--- src/rtl/bb_core_seq_pkg.sv ---
// Shared types for the BitBlade tile sequencer: FSM states, precision codes
// and the packed precision word handed to the core.
package bb_core_seq_pkg;

    typedef enum logic [2:0] {
        ST_IDLE  = 3'd0,
        ST_ISSUE = 3'd1,
        ST_DRAIN = 3'd2,
        ST_FLUSH = 3'd3,
        ST_WAIT  = 3'd4,
        ST_PSUM  = 3'd5
    } seq_state_e;

    localparam logic [1:0] PREC_2B = 2'd0;
    localparam logic [1:0] PREC_4B = 2'd1;
    localparam logic [1:0] PREC_8B = 2'd2;

    // Field order matches the core's {act_prec, wgt_prec} input.
    typedef struct packed {
        logic [1:0] act;
        logic [1:0] wgt;
    } prec_t;

endpackage

--- src/rtl/bb_core_seq_vld_pipe.sv ---
// Delays each operand read strobe (and its first-step tag) by the buffer read
// latency so core_vld / sel_bias line up with the data at the core input.
module bb_vld_pipe #(
    parameter int RD_LAT = 1
) (
    input  logic clk,
    input  logic rst,
    input  logic rd_en,
    input  logic first,
    output logic core_vld,
    output logic sel_bias
);

    logic [RD_LAT-1:0] vld_pipe;
    logic [RD_LAT-1:0] first_pipe;

    always_ff @(posedge clk) begin
        if (rst) begin
            vld_pipe   <= '0;
            first_pipe <= '0;
        end else begin
            vld_pipe[0]   <= rd_en;
            first_pipe[0] <= rd_en & first;
            for (int i = 1; i < RD_LAT; i++) begin
                vld_pipe[i]   <= vld_pipe[i-1];
                first_pipe[i] <= first_pipe[i-1];
            end
        end
    end

    assign core_vld = vld_pipe[RD_LAT-1];
    assign sel_bias = first_pipe[RD_LAT-1];

endmodule

--- src/rtl/bb_core_seq.sv ---
// Tile sequencer: per tile issues Num_Step operand reads, drains the read
// pipe, flushes the core, waits for done and hands the psum downstream.
module bb_core_seq
    import bb_core_seq_pkg::*;
#(
    parameter int ADDR_W       = 10,
    parameter int STEP_W       = 12,
    parameter int TILE_W       = 8,
    parameter int RD_LAT       = 1,
    parameter int DONE_TIMEOUT = 64
) (
    input  logic              CLK,
    input  logic              RST,
    input  logic              i_Start,
    input  logic [1:0]        i_Act_Prec,
    input  logic [1:0]        i_Wgt_Prec,
    input  logic [STEP_W-1:0] i_Num_Step,
    input  logic [TILE_W-1:0] i_Num_Tile,
    input  logic [ADDR_W-1:0] i_Base_Addr,
    input  logic              i_Stall,
    input  logic              i_Core_Done,
    input  logic              i_Psum_Rdy,
    output logic              o_Busy,
    output logic              o_Rd_En,
    output logic [ADDR_W-1:0] o_Rd_Addr,
    output logic [3:0]        o_Precision,
    output logic              o_Core_Vld,
    output logic              o_Sel_Bias,
    output logic              o_Flush,
    output logic              o_Psum_Vld,
    output logic              o_Job_Done,
    output logic              o_Err
);

    // One counter serves both the drain delay and the done timeout.
    localparam int CNT_MAX = (DONE_TIMEOUT > RD_LAT) ? DONE_TIMEOUT : RD_LAT;
    localparam int CNT_W   = $clog2(CNT_MAX + 1);

    seq_state_e        state;
    logic [STEP_W-1:0] num_step;
    logic [STEP_W-1:0] step;
    logic [TILE_W-1:0] num_tile;
    logic [TILE_W-1:0] tile;
    logic [ADDR_W-1:0] rd_addr;
    logic [CNT_W-1:0]  cnt;
    prec_t             prec;
    logic              err;
    logic              job_done;
    logic              rd_en;
    logic              first;

    // Stall gates the read in the same cycle, so the strobe is decoded, not registered.
    assign rd_en = (state == ST_ISSUE) && !i_Stall;
    assign first = (step == '0);

    bb_vld_pipe #(
        .RD_LAT(RD_LAT)
    ) u_vld_pipe (
        .clk     (CLK),
        .rst     (RST),
        .rd_en   (rd_en),
        .first   (first),
        .core_vld(o_Core_Vld),
        .sel_bias(o_Sel_Bias)
    );

    always_ff @(posedge CLK) begin
        if (RST) begin
            state    <= ST_IDLE;
            num_step <= '0;
            step     <= '0;
            num_tile <= '0;
            tile     <= '0;
            rd_addr  <= '0;
            cnt      <= '0;
            prec     <= '0;
            err      <= 1'b0;
            job_done <= 1'b0;
        end else begin
            job_done <= 1'b0;
            case (state)
                ST_IDLE: begin
                    if (i_Start) begin
                        if (i_Num_Step == '0 || i_Num_Tile == '0) begin
                            err <= 1'b1;
                        end else begin
                            num_step <= i_Num_Step;
                            num_tile <= i_Num_Tile;
                            prec     <= '{act: i_Act_Prec, wgt: i_Wgt_Prec};
                            rd_addr  <= i_Base_Addr;
                            step     <= '0;
                            tile     <= '0;
                            err      <= 1'b0;
                            state    <= ST_ISSUE;
                        end
                    end
                end
                ST_ISSUE: begin
                    if (!i_Stall) begin
                        rd_addr <= rd_addr + ADDR_W'(1);
                        step    <= step + STEP_W'(1);
                        if (step == num_step - STEP_W'(1)) begin
                            cnt   <= '0;
                            state <= ST_DRAIN;
                        end
                    end
                end
                ST_DRAIN: begin
                    if (cnt == CNT_W'(RD_LAT - 1)) state <= ST_FLUSH;
                    else                           cnt   <= cnt + CNT_W'(1);
                end
                ST_FLUSH: begin
                    cnt   <= '0;
                    state <= ST_WAIT;
                end
                ST_WAIT: begin
                    // Done is still honoured on the DONE_TIMEOUT-th cycle after the flush.
                    if (i_Core_Done) begin
                        state <= ST_PSUM;
                    end else if (cnt == CNT_W'(DONE_TIMEOUT - 1)) begin
                        err   <= 1'b1;
                        state <= ST_IDLE;
                    end else begin
                        cnt <= cnt + CNT_W'(1);
                    end
                end
                ST_PSUM: begin
                    if (i_Psum_Rdy) begin
                        tile <= tile + TILE_W'(1);
                        step <= '0;
                        if (tile == num_tile - TILE_W'(1)) begin
                            job_done <= 1'b1;
                            state    <= ST_IDLE;
                        end else begin
                            state <= ST_ISSUE;
                        end
                    end
                end
                default: state <= ST_IDLE;
            endcase
        end
    end

    assign o_Busy      = (state != ST_IDLE);
    assign o_Rd_En     = rd_en;
    assign o_Rd_Addr   = rd_addr;
    assign o_Precision = prec;
    assign o_Flush     = (state == ST_FLUSH);
    assign o_Psum_Vld  = (state == ST_PSUM);
    assign o_Job_Done  = job_done;
    assign o_Err       = err;

endmodule

--- config.mk ---
export PLATFORM = sky130hd
export DESIGN_NAME = bb_core_seq
export DESIGN_NICKNAME = d
export VERILOG_FILES = /design/src/rtl/bb_core_seq_pkg.sv /design/src/rtl/bb_core_seq_vld_pipe.sv /design/src/rtl/bb_core_seq.sv
export SDC_FILE = /design/constraint.sdc
export NUM_CORES = 1
export LEC_CHECK = 0
export ABC_CLOCK_PERIOD_IN_PS = 2700
export CAP_MARGIN = 20
export CORE_MARGIN = 3
export CORE_UTILIZATION = 40
export DETAILED_ROUTE_END_ITERATION = 12
export PLACE_DENSITY = 0.59
export SETUP_SLACK_MARGIN = 0.1
export SYNTH_ARGS = -nofsm -noshare
export SYNTH_HDL_FRONTEND = slang
export SYNTH_SLANG_ARGS = --single-unit
--- constraint.sdc ---
create_clock -name CLK -period 2.7 [get_ports CLK]
set_input_delay 0.54 -clock CLK [delete_from_list [all_inputs] [get_ports CLK]]
set_output_delay 0.54 -clock CLK [all_outputs]
set_load 0.03 [all_outputs]
Yosys cells after proc, flatten, opt, wreduce, memory -nomap -nowiden
Cells that the tools add are included. Widths: inputs -> output; s select.

Register bits: 68. Bits of input ports: 40. Output and inout bits: 22. Logic and storage cells: 99.

Add/subtract/negate cells: 6. Equality and inequality tests: 19. Muxes and demuxes: 35. Bitwise logic cells: 4. Reductions and logical operators: 22.

Operator list (count): $mux 12 (4); $pmux 12 s3 (1); $mux 7 (5); $mux 10 (3); $pmux 7 s4 (1); $logic_not 12->1 (2); $mux 3 (8); $mux 8 (3); $pmux 10 s2 (1); $ne 2x2->1 const B (9); $pmux 3 s6 (1); $pmux 8 s2 (1); $add 12x1->12 const B (1); $eq 12x12->1 (1); $reduce_and 4->1 (3); $sub 12x1->12 const B (1); $add 10x1->10 const B (1); $add 8x1->8 const B (1); $eq 8x8->1 (1); $logic_not 8->1 (1); $sub 8x1->8 const B (1); $add 7x1->7 const B (1); $eq 7x6->1 const B (1); $logic_not 7->1 (1); other kinds (21) (33).

Depth between registers and ports, before layout
Depth after elaboration: 5. Depth in mapped cells: 8. Depth with buffers taken out: 8.

By module
A second synthesis with hierarchy kept.

Cells, all modules: 488. Area, all modules: 3922.5 sq um.

By module, submodules not included: bb_core_seq (instances 1, cells each 484, area each 3867.5 sq um, seq. area each 1321.3 sq um); bb_vld_pipe (instances 1, cells each 4, area each 55.1 sq um, seq. area each 40.0 sq um).

Worst setup path after synthesis
Ideal clock, no wire load.

Path type: flip-flop to flip-flop. Start: register num_step[0]. End: register state[0]. Setup time: 0.135 ns. Arrival time: 2.314 ns. Required time: 2.565 ns. Slack: 0.251 ns. Cell stages (with the launch flop): 9. Path buffers: 0. Period minus slack after synthesis: 2.449 ns. Cell sequence: dfxtp_1 > inv_1 > ha_1 > or3b_1 > or4_1 > a211o_1 > a2111oi_4 > a31o_2 > a311oi_1.

Word-level cells in the longest chain between the ends: 4.

RTL lines: start, declared (line bb_core_seq.sv:40) `logic [STEP_W-1:0] num_step;`; start signal, assigned (line bb_core_seq.sv:87) `num_step <= i_Num_Step;`; $sub 12x1->12 (line bb_core_seq.sv:102) `if (step == num_step - STEP_W'(1)) begin`; $eq 12x12->1 (line bb_core_seq.sv:102); $ne 2x1->1 (no line); $reduce_and 7->1 (no line); end signal, assigned (line bb_core_seq.sv:104) `state <= ST_DRAIN;`; end signal, assigned (line bb_core_seq.sv:109) `if (cnt == CNT_W'(RD_LAT - 1)) state <= ST_FLUSH;`; end signal, assigned (line bb_core_seq.sv:114) `state <= ST_WAIT;`; end, declared (line bb_core_seq.sv:39) `seq_state_e state;`.

Every way passes these cells. A chain may end at the register's enable or synchronous reset.

Final worst setup path
Start: register num_step[1]. End: register state[0].

The elaborated chain is that of the path after synthesis.

==> run_results.csv <==
group,metric,value,unit
sta,finalMaxSlewViolations,0,
yosys,yosys.area.top_type,"dfxtp_1",
routing,wl_met2,4520,um
sta,layout_setup_ws,179,ps
global_route,grt_max_degree,31,
floorplanning,start_util,41.8,%
clocking,htree_levels,3,
setup_path,path_buf_inv,1,
yosys,syn_inst,485,
floorplanning,design.die.area,11000,sq um
placement,io_buffers,61,
setup_path,setup.worst_path.start,"num_step[1]$_SDFFE_PP0P_",
sta,setup_viol,0,
routing,drc,0,
setup_path,crit_arrival,2740,ps
min_path,hold_path.class,"reg -> reg",
clocking,holdBufCountCts,0,
clocking,insertion_delay,360,ps
setup_path,crit_chain,"inv_1 -> ha_2 -> or3b_4 -> or4_4 -> a211o_1 -> a2111oi_4 -> a31o_4 -> a311oi_2",
floorplanning,io_pins,62,
setup_path,path_delay_family,"compound AO/OA/AOI/OAI gates",
placement,hpwl,7290,um
final_layout,multi_input_area,2430,sq um
floorplanning,die_y,105,um
floorplanning,die_w,105,um
routing,routed_wl,10100,um
pwr,internal_power,1.80,mW
pwr,leakage,1.84,nW
clocking,cts_buffers,9,
yosys,syn_area_per_cell,8.09,sq um
placement,place.gp.congestion,0.821,
pwr,power_frac_seq,42.3,%
routing,vias_per_cell,5.39,
sta,period_share,93.4,%
yosys,synth.most_common_cell,"nor2_1",
yosys,synth-async-reset-ratio,0,%
routing,ant_nets,0,
routing,drtPass1Iterations,4,
yosys,yosysSeqAreaShare,34.7,%
final_layout,area_growth,26.5,%
sta,slew_headroom,50.3,%
routing,wl_met1,5050,um
routing,vias,3690,
routing,met3WireLength,407,um
sta,worst_clock_skew,11.0,ps
yosys,synthTopCellsByCount,"73 x nor2_1, 68 x dfxtp_1, 37 x nand2_1",
setup_path,rr_startpoint,"num_step[1]$_SDFFE_PP0P_",
setup_path,cp-end-kind,"register",
final_layout,drive_gt1_share,9.19,%
placement,dp_slack,63.2,ps
yosys,mappedNetlistNets,533,
global_route,grt_pass1_wl,16900,um
setup_path,r2r_slack,180,ps
final_layout,final_net_count,598,
yosys,synth_warnings,0,
pwr,power.density,537,nW/um^2
global_route,grt_usage,18.5,%
pwr,switching_power,0.864,mW
yosys,netlist_area,3920,sq um
clocking,cts_tree,"yes",
setup_path,critPathMaxStageDelay,420,ps
routing,post_drt_wl_per_cell,14.8,um
pwr,vdd_drop_max,0.269,mV
sta,min_period,2520,ps
pwr,p_sw_share,32.4,%
run_status,status,"complete, no violations",
setup_path,r2r-end,"state[0]$_SDFFE_PP0P_",
yosys,synth_cell_types,55,
final_layout,register_area,1370,sq um
sta,max_slew.worst_pin.slew,745,ps
final_layout,fillers,927,
clocking,clkTransAtPathRegs,80,ps
setup_path,cp_num_cells,8,
global_route,grt_pass1_vias,3404,
setup_path,cp.required,2920,ps
floorplanning,coreArea,9370,sq um
yosys,synth_edf_count,0,
setup_path,cpMaxStageDelayCell,"or4_4",
sta,setup_tns,0,ps
setup_path,worstPathMaxFanout,8,
routing,drt_iter0_markers,205,
setup_path,reg2reg_depth,8,
global_route,grt-ovfl-total,0,
yosys,synth_top_area_share,34.7,%
pwr,power_frac_clock,32.4,%
global_route,antenna_found_initial,0,
flow_run,max-cap-violations,0,
routing,top_layer,"met4",
sta,rsz0062_at_grt,"yes",
clocking,ctsLongestPathBuffers,2,
floorplanning,rows,35,
sta,hold_violations,0,
yosys,synth_area_leaders,"dfxtp_1 35%, xnor2_1 7.4%, nor2_1 7.0%, mux2i_1 5.4%, a21oi_1 3.6%",
yosys,synth-seq-cells,68,
setup_path,path_class,"reg -> reg",
final_layout,antenna-diode-count,0,
setup_path,cp-endpoint,"state[0]$_SDFFE_PP0P_",
sta,max_freq,397,MHz
yosys,synthFlopType,"dfxtp_1",
pwr,comb_power_share,25.3,%
setup_path,startpoint_type,"register",
clocking,cts_sinks,68,
clocking,root_buffer,"clkbuf_8",
how the worst min path moves through the flow:
stage	from	to	slack, ps	cells past startpoint
finish	num_step[11]$_SDFFE_PP0P_	num_step[11]$_SDFFE_PP0P_	480	2
global placement	num_step[11]$_SDFFE_PP0P_	num_step[11]$_SDFFE_PP0P_	470	2
CTS	num_step[11]$_SDFFE_PP0P_	num_step[11]$_SDFFE_PP0P_	490	2
global route	num_step[11]$_SDFFE_PP0P_	num_step[11]$_SDFFE_PP0P_	520	2
floorplan	num_step[11]$_SDFFE_PP0P_	num_step[11]$_SDFFE_PP0P_	450	2
detailed placement	num_step[11]$_SDFFE_PP0P_	num_step[11]$_SDFFE_PP0P_	480	2
registers in the layout, summed over array words and instances (netlist names):
| signal | flops |
|---|---|
| cnt | 7 |
| num_step | 12 |
| num_tile | 8 |
| o_Err | 1 |
| o_Job_Done | 1 |
| o_Precision | 4 |
| o_Rd_Addr | 10 |
| state | 3 |
| step | 12 |
| tile | 8 |
| u_vld_pipe.core_vld | 1 |
| u_vld_pipe.sel_bias | 1 |
per-stage QoR:
step | total power, mW | cells | util [%] | instance area [sq um] | hold slack, ps
after floorplan | 1.56 | 485 | - | 3920 | 449
after global placement | 1.80 | 666 | 50.3 | 4720 | 467
after detailed placement | 1.81 | 666 | 50.3 | 4720 | 475
after CTS | 2.68 | 683 | 52.7 | 4940 | 485
after global routing | 2.81 | 684 | 53.0 | 4960 | 515
final | 2.66 | 684 | 53.0 | 4960 | 478
placed cells by master, fill, tap and decap left out, drive strengths merged, types with 3 or more instances in the layout:
| cell | instances |
|---|---|
| o21ai | 16 |
| nand3 | 17 |
| mux2i | 21 |
| a21oi | 29 |
| nand2b | 11 |
| nand4 | 6 |
| clkdlybuf4s50 | 59 |
| and2 | 4 |
| nor3 | 8 |
| nor4b | 9 |
| a211oi | 10 |
| ha | 8 |
| nor4bb | 3 |
| xnor2 | 33 |
| xor2 | 10 |
| buf | 22 |
| nor3b | 7 |
| nor4 | 14 |
| nand3b | 3 |
| nand2 | 37 |
| nor2b | 6 |
| o31ai | 5 |
| clkinv | 3 |
| inv | 14 |
| dfxtp | 68 |
| nor2 | 73 |
| clkbuf | 9 |
| a2111oi | 3 |
| a311oi | 4 |
| and3 | 5 |
tightest hold or removal path: cells and delay by family, from the launching register on:
kind / cells / cell delay (ps)
and+or+nand+nor: 1 / 60
DFF: 1 / 320
AOI/OAI and AO/OA: 1 / 50
layout make-up:
class	instances	area share, %
timing repair buffer	81	15.2
multi-input combinational	377	49.0
tap	129	3.25
sequential	68	27.5
inverter	13	0.983
clock inverter	7	1.54
clock buffer	9	2.50
power by group through the flow:
stage	sequential, mW	combinational, mW	clock [mW]
floorplan	1.18	0.377	0
global placement	1.15	0.651	0
detailed placement	1.15	0.655	0
CTS	1.13	0.670	0.880
global route	1.14	0.742	0.926
finish	1.13	0.675	0.862
per-layer routing:
layer	vias up	global-route usage (%)
met5	-	0
met4	0	5.72
met3	14	4.01
met2	78	29.0
met1	1739	25.5
li1	1859	-
logic make-up after synthesis:
logic type                 Yosys count  synth area share (%)
AOI/OAI and AO/OA                   90                  15.7
xor gates and xnor gates            43                  9.60
adders and majority gates            8                  2.55
buffers and inverters               40                  3.89
DFF                                 68                  34.7
muxes                               21                  5.36
and+or+nand+nor                    215                  28.2
what timing repair did:
item	CTS	global route
buffers inserted	1	1
gates cloned	0	0
resized for setup	3	5
endpoints found under the setup margin	8	10
pin swaps	3	5
Note: power is estimated with default switching activity, not from simulation.
